**src/rtl/controle_rodadas_jogo.sv**
```systemverilog
// Round/move sequencing controller for the memory game: walks the sequence
// address, grows the round, times each move and reports win/loss/timeout.
module controle_rodadas_jogo #(
  parameter int N_JOGADAS      = 16,
  parameter int ADDR_W         = 4,
  parameter int TIMEOUT_CICLOS = 5000
) (
  input  logic              clock,
  input  logic              reset,
  input  logic              jogar,
  input  logic              jogada_feita,
  input  logic              jogada_correta,
  output logic [ADDR_W-1:0] endereco,
  output logic [ADDR_W-1:0] rodada,
  output logic              registra,
  output logic              pronto,
  output logic              ganhou,
  output logic              perdeu,
  output logic              timeout,
  output logic [3:0]        db_estado
);

  // Wide enough to hold TIMEOUT_CICLOS, the value reached on the expiry edge.
  localparam int TW = $clog2(TIMEOUT_CICLOS + 1);
  localparam logic [ADDR_W-1:0] ULTIMA_RODADA = ADDR_W'(N_JOGADAS - 1);

  typedef enum logic [3:0] {
    INICIAL     = 4'h0,
    PREPARA     = 4'h1,
    ESPERA      = 4'h2,
    REGISTRA    = 4'h3,
    COMPARA     = 4'h4,
    PROX_JOGADA = 4'h5,
    PROX_RODADA = 4'h6,
    FIM_ACERTO  = 4'hA,
    FIM_ERRO    = 4'hE,
    FIM_TIMEOUT = 4'hD
  } estado_t;

  estado_t           r_estado;
  estado_t           w_prox;
  logic [ADDR_W-1:0] r_endereco;
  logic [ADDR_W-1:0] r_rodada;
  logic [TW-1:0]     r_timer;
  logic              w_expirou;

  assign w_expirou = (r_timer == TW'(TIMEOUT_CICLOS - 1));

  always_comb begin
    w_prox = r_estado;
    unique case (r_estado)
      INICIAL:     if (jogar) w_prox = PREPARA;
      PREPARA:     w_prox = ESPERA;
      ESPERA: begin
        if (jogada_feita)   w_prox = REGISTRA;
        else if (w_expirou) w_prox = FIM_TIMEOUT;
      end
      REGISTRA:    w_prox = COMPARA;
      COMPARA: begin
        if (!jogada_correta)                w_prox = FIM_ERRO;
        else if (r_endereco != r_rodada)    w_prox = PROX_JOGADA;
        else if (r_rodada == ULTIMA_RODADA) w_prox = FIM_ACERTO;
        else                                w_prox = PROX_RODADA;
      end
      PROX_JOGADA: w_prox = ESPERA;
      PROX_RODADA: w_prox = ESPERA;
      FIM_ACERTO, FIM_ERRO, FIM_TIMEOUT: if (jogar) w_prox = PREPARA;
      default:     w_prox = INICIAL;
    endcase
  end

  always_ff @(posedge clock) begin
    if (!reset) begin
      r_estado   <= INICIAL;
      r_endereco <= '0;
      r_rodada   <= '0;
      r_timer    <= '0;
    end else begin
      r_estado <= w_prox;
      case (r_estado)
        PREPARA: begin
          r_endereco <= '0;
          r_rodada   <= '0;
          r_timer    <= '0;
        end
        ESPERA:      r_timer <= r_timer + TW'(1);
        PROX_JOGADA: begin
          r_endereco <= r_endereco + ADDR_W'(1);
          r_timer    <= '0;
        end
        PROX_RODADA: begin
          r_rodada   <= r_rodada + ADDR_W'(1);
          r_endereco <= '0;
          r_timer    <= '0;
        end
        default: ;
      endcase
    end
  end

  assign endereco  = r_endereco;
  assign rodada    = r_rodada;
  assign db_estado = r_estado;
  assign registra  = (r_estado == REGISTRA);
  assign ganhou    = (r_estado == FIM_ACERTO);
  assign timeout   = (r_estado == FIM_TIMEOUT);
  assign perdeu    = (r_estado == FIM_ERRO) || (r_estado == FIM_TIMEOUT);
  assign pronto    = (r_estado == FIM_ACERTO) || perdeu;

endmodule

```
**config.mk**
```make
export PLATFORM = sky130hd
export DESIGN_NAME = controle_rodadas_jogo
export DESIGN_NICKNAME = d
export VERILOG_FILES = /design/src/rtl/controle_rodadas_jogo.sv
export SDC_FILE = /design/constraint.sdc
export NUM_CORES = 1
export LEC_CHECK = 0
export CORE_MARGIN = 5
export CORE_UTILIZATION = 53
export CTS_CLUSTER_SIZE = 24
export DETAILED_ROUTE_END_ITERATION = 10
export GPL_TIMING_DRIVEN = 1
export PLACE_DENSITY = 0.79
export SLEW_MARGIN = 20
export SYNTH_ARGS = -nofsm -noshare
export SYNTH_HDL_FRONTEND = slang
export SYNTH_SLANG_ARGS = --single-unit
```
**constraint.sdc**
```tcl
create_clock -name clock -period 2 [get_ports clock]
set_input_delay 0.2 -clock clock [delete_from_list [all_inputs] [get_ports clock]]
set_output_delay 0.2 -clock clock [all_outputs]
set_load 0.01 [all_outputs]
```
==> results_dict.tcl, run 1 <==
set metrics [dict create \
    yosysSeqAreaShare 0.345 \
    slowest_delay_ns 0.53 \
    grt_max_degree 15 \
    synth.distinct_cells 45 \
    synth-edff-count 0 \
    arrival_ns 1.65 \
    diodes 0 \
    hold_path_class "register to register" \
    grt_pass1_vias 1403 \
    num_vias 1372 \
    rsz0062_at_grt "false" \
    synthAdderAreaFrac 0.0259 \
    synth_cells 172 \
    pin_count 22 \
    track_usage 0.174 \
    async_reset_ff_frac 0 \
    final_max_slew_viol_count 0 \
    yosys-top-cells-count "dfxtp_1, nand2_1, a21oi_1" \
    grt_pass1_wl_um 5800 \
    crit_family "buffers and inverters" \
    core_um2 2690 \
    yosysMostFrequentCell "dfxtp_1" \
    firstDrtPassIters 4 \
    synth.largest_area_cell "dfxtp_1" \
    drive_gt1_frac 0.147 \
    fin_skew_ns 0.00508 \
    rr_worst_depth 4 \
    synth_compound_area_frac 0.185 \
    rr_startpoint "r_timer[4]$_SDFFE_PN0P_" \
    synth-simple-area-share 0.318 \
    cts_tree "built" \
    cap_viol_max_count 0 \
    nets 206 \
    fp.dieArea_um2 3890 \
    regToRegEndpoint "db_estado[2]$_SDFFE_PN0P_" \
    path_cells "nor2b_2, and3_1, clkdlybuf4s50_1" \
    die_y_um 62.3 \
    critPathMaxFanout 7 \
    netlist_area_um2 1450 \
    syn_to_final_growth_pct 21.5 \
    routedWlPerCell_um 14.0 \
    start_kind "register" \
    rows 19 \
    crit_start "db_estado[1]$_SDFFE_PN0P_" \
    path_depth 3 \
    outcome "finished clean" \
    port_buffers 21 \
    worstMarginPinSlew_ns 0.513 \
    hold_start "r_timer[12]$_SDFFE_PN0P_" \
    die-width_um 62.3 \
    end_kind "output port" \
    critPathCapture "registra" \
    fillers 229 \
    critPathSlowestCell "clkdlybuf4s50_1" \
    hpwlAfterDp_um 2450 \
    ff2ff_setup_slack_ns 0.16 \
    finalHoldViolCount 0 \
    synth_nets 180 \
    synthTopCellsByArea "dfxtp_1, xor2_1, a21oi_1, nand2_1, nor2_1" \
    synth.avg_cell_area_um2 8.44 \
    placed_cells 224 \
    critPathRequiredTime_ns 1.80 \
    clockRootBuffer "clkbuf_4" \
    power_mw 1.66 \
    path_buf_inv 1 \
    instances_no_fill 228 \
    power_density_nw_per_um2 939 \
    leakagePower_nw 0.683 \
    setup_viol 0 \
    cts.sinks 25 \
    drtIter0Drc 65 \
    numCtsBuffers 3 \
    cts_buffer_depth 2 \
    maxSlewHeadroom 0.653 \
    routed_wl_um 3200 \
    synth_top_family_by_area "simple AND/OR/NAND/NOR gates" \
    drc_errors 0 \
    period_minus_slack_ns 1.85 \
    drtAntennaViolNets 0 \
    synth_top_area_frac 0.345 \
    antenna_found_initial 0 \
    via_per_inst 6.02 \
    fin_util 0.656 \
    synth-seq-cells 25 \
    initial_core_util 0.540 \
    synth.area.mux_share 0.0138 \
    finalSetupTns_ns 0 \
    ir_drop_mv 0.888 \
    clk_pin_slew_ns 0.13 \
    timing.final.crit_share 0.925 \
    grt-ovfl-total 0 \
    post_cts_buffers 0 \
    synth_xor_area_frac 0.0664 \
    ys.flop_type "dfxtp_1" \
    ys_warn_count 0 \
    insertion_delay_ns 0.31 \
    place.gp.congestion 0.901 \
    htree_num_levels 1 \
    max_freq_mhz 540 \
    worst-setup-path-type "register to output port" \
]
## per-layer routing
metal | vias up | GRT usage | part of all wire
li1 | 690 | - | -
met1 | 655 | 0.204 | 0.45
met2 | 25 | 0.307 | 0.51
met3 | 2 | 0.0252 | 0.034
met4 | 0 | 0.0822 | 0.0063
met5 | - | 0 | 0
## state kept, by name, indices dropped and copies added (netlist names)
signal / flops
endereco: 4
rodada: 4
db_estado: 4
r_timer: 13
## through the flow
| step | setup slack (ns) | cell area [um2] | hold WS (ns) |
|---|---|---|---|
| finish | 0.149 | 1760 | 0.485 |
| global route | 0.0654 | 1760 | 0.511 |
| CTS | 0.00593 | 1750 | 0.488 |
| detailed placement | 0.187 | 1720 | 0.470 |
| global placement | 0.221 | 1720 | 0.464 |
| floorplan | 0.168 | 1450 | 0.409 |
## what timing repair did
item / 4_1_cts / 5_1_grt
endpoints found under the setup margin: 5 / 2
gates resized for setup: 6 / 5
hold buffers: 0 / 0
## worst min path at each step
stage,end,slack [ns],depth (start not counted)
4_1_cts,r_timer[12]$_SDFFE_PN0P_,0.49,2
6_report,r_timer[12]$_SDFFE_PN0P_,0.49,2
2_1_floorplan,db_estado[3]$_SDFFE_PN0P_,0.41,3
5_1_grt,r_timer[12]$_SDFFE_PN0P_,0.51,2
3_3_place_gp,r_timer[12]$_SDFFE_PN0P_,0.46,2
3_5_place_dp,r_timer[12]$_SDFFE_PN0P_,0.47,2
## logic make-up after synthesis
family,count (synthesis)
AND/OR/NAND/NOR,77
AO/OA/AOI/OAI,41
flip-flops,25
buffers and inverters,13
XOR/XNOR,11
adder cells (fa/ha/maj),3
multiplexers,2
## cells in the final DEF, fill, tap and decap left out, drive strengths merged, types with 5 or more instances in the layout
cell type	n
buf	10
o21ai	8
nand3	5
nand2	15
a21oi	13
nor2	12
clkdlybuf4s50	17
nand2b	5
dfxtp	25
nand4	6
xor2	9
or3	5
## where the power goes
group	switching, mW	leakage, nW	internal (mW)	total [mW]
Sequential	0.0983	0.204	0.559	0.657
Clock	0.146	0.0177	0.0747	0.220
Combinational	0.384	0.461	0.394	0.778
## worst register-to-register path: stages, from the launching register on
cell	delay [ns]
dfxtp_1	0.38
or4b_2	0.64
nor3_1	0.30
o22a_1	0.27
mux2i_1	0.20
## cell type report
class / count / area [um2] / share of cell area
Multi-Input combinational cell: 134 / 887 / 0.503
Sequential cell: 25 / 510 / 0.290
Timing Repair Buffer: 31 / 288 / 0.163
Tap cell: 31 / 38.8 / 0.0220
Clock buffer: 3 / 22.5 / 0.0128
Inverter: 3 / 11.3 / 0.00639
Clock inverter: 1 / 5.00 / 0.00284
Note: power is estimated with default switching activity, not from simulation.
==> inputs of run 2 (changes only) <==
- RECOVER_POWER: not set -> 25
==> results_dict.tcl, run 2 (synthesis results as in run 1) <==
set metrics [dict create \
    rr_worst_depth 4 \
    ff2ff_setup_slack_ns 0.15 \
    die_y_um 62.3 \
    cts_tree "built" \
    setup_ws_ns 0.149 \
    critPathMaxFanout 7 \
    die-width_um 62.3 \
    mostFrequentLayoutCell "dfxtp_1" \
    finalHoldViolCount 0 \
    hpwlAfterDp_um 2450 \
    postCtsHoldBufs 0 \
    fin_skew_ns 0.00499 \
    maxSlewHeadroom 0.657 \
    outcome "finished clean" \
    regToRegEndpoint "db_estado[2]$_SDFFE_PN0P_" \
    place_ws_ns 0.187 \
    power_density_nw_per_um2 939 \
    placed_cells 224 \
    drtAntennaViolNets 0 \
    worstMarginPinSlew_ns 0.507 \
    place_area_um2 1720 \
    place.gp.congestion 0.901 \
    critPathRequiredTime_ns 1.80 \
    grt_pass1_vias 1403 \
    final_max_slew_viol_count 0 \
    insertion_delay_ns 0.31 \
    clk_pin_slew_ns 0.13 \
    post_cts_buffers 0 \
    cap_viol_max_count 0 \
    hold_end "r_timer[12]$_SDFFE_PN0P_" \
    hold_start "r_timer[12]$_SDFFE_PN0P_" \
    ir_drop_mv 0.888 \
    largest_reg_flops 13 \
    routedWlPerCell_um 14.0 \
    drc_errors 0 \
    htree_num_levels 1 \
    period_minus_slack_ns 1.85 \
    end_kind "output port" \
    firstDrtPassIters 4 \
    clockRootBuffer "clkbuf_4" \
    nets 206 \
    syn_to_final_growth_pct 21.5 \
    start_kind "register" \
    num_vias 1370 \
    grt-ovfl-total 0 \
    routed_wl_um 3200 \
    track_usage 0.174 \
    port_buffers 21 \
    instances_no_fill 228 \
    leakagePower_nw 0.701 \
    arrival_ns 1.65 \
    grt_max_degree 15 \
    initial_core_util 0.540 \
    max_freq_mhz 540 \
    fillers 229 \
    timing.final.crit_share 0.926 \
    numCtsBuffers 3 \
    drive_gt1_frac 0.147 \
    finalSetupTns_ns 0 \
    drtIter0Drc 65 \
    rsz0062_at_grt "false" \
    pin_count 22 \
    via_per_inst 6.01 \
    rr_startpoint "r_timer[4]$_SDFFE_PN0P_" \
    final_area_um2 1760 \
    final_cell_mix "dfxtp_1, nand2_1, a21oi_1" \
    fin_util 0.656 \
    setup_viol 0 \
    top_register "r_timer" \
    grt_pass1_wl_um 5800 \
    power_mw 1.66 \
    min_path_cells 2 \
    hold_path_class "register to register" \
    diodes 0 \
    fp.dieArea_um2 3890 \
    worst-setup-path-type "register to output port" \
    holdWs_ns 0.485 \
    cts_buffer_depth 2 \
    antenna_found_initial 0 \
    core_um2 2690 \
    rows 19 \
    cts.sinks 25 \
]
run 2: worst max path at each step:
| stage | start | to | slack (ns) | cells after the start |
|---|---|---|---|---|
| 6_report | db_estado[1]$_SDFFE_PN0P_ | registra | 0.15 | 3 |
| 5_1_grt | r_timer[4]$_SDFFE_PN0P_ | db_estado[2]$_SDFFE_PN0P_ | 0.07 | 4 |
| 4_1_cts | db_estado[2]$_SDFFE_PN0P_ | ganhou | 0.006 | 3 |
| 3_5_place_dp | db_estado[3]$_SDFFE_PN0P_ | r_timer[12]$_SDFFE_PN0P_ | 0.19 | 4 |
| 3_3_place_gp | r_timer[4]$_SDFFE_PN0P_ | db_estado[2]$_SDFFE_PN0P_ | 0.22 | 4 |
| 2_1_floorplan | db_estado[3]$_SDFFE_PN0P_ | r_timer[11]$_SDFFE_PN0P_ | 0.17 | 6 |
run 2: repair_timing:
action / 4_1_cts / 5_1_grt
endpoints found under the setup margin: 5 / 2
gates cloned: 0 / 0
resized for setup: 6 / 5
endpoints found under the hold margin: 0 / 0
run 2: worst max-delay path, cell delays in order (launching register included):
cell and delay [ns]:
dfxtp_2 0.41, nor2b_2 0.22, and3_1 0.17, clkdlybuf4s50_1 0.53
run 2: area by class of cell:
type                            count  area, um2  share of cell area
Multi-Input combinational cell    134        887               0.503
Sequential cell                    25        510               0.290
Timing Repair Buffer               31        288               0.163
Tap cell                           31       38.8              0.0220
Clock buffer                        3       22.5              0.0128
Inverter                            3       11.3             0.00639
Clock inverter                      1       5.00             0.00284
run 2: per-layer routing:
metal | share of wire | track usage | vias to the layer above
met1 | 0.45 | 0.204 | 656
met2 | 0.51 | 0.307 | 22
li1 | - | - | 690
met4 | 0.0063 | 0.0822 | 0
met5 | 0 | 0 | -
met3 | 0.033 | 0.0252 | 2
run 2: where the power goes:
group / switching (mW) / internal [mW]
logic: 0.385 / 0.394
clock network: 0.146 / 0.0747
registers: 0.0979 / 0.559
==> inputs of run 3 (changes only) <==
- SLEW_MARGIN: 20 -> 5
==> results of run 3 <==
Final layout, timing and power as in run 2 (identical DEF).
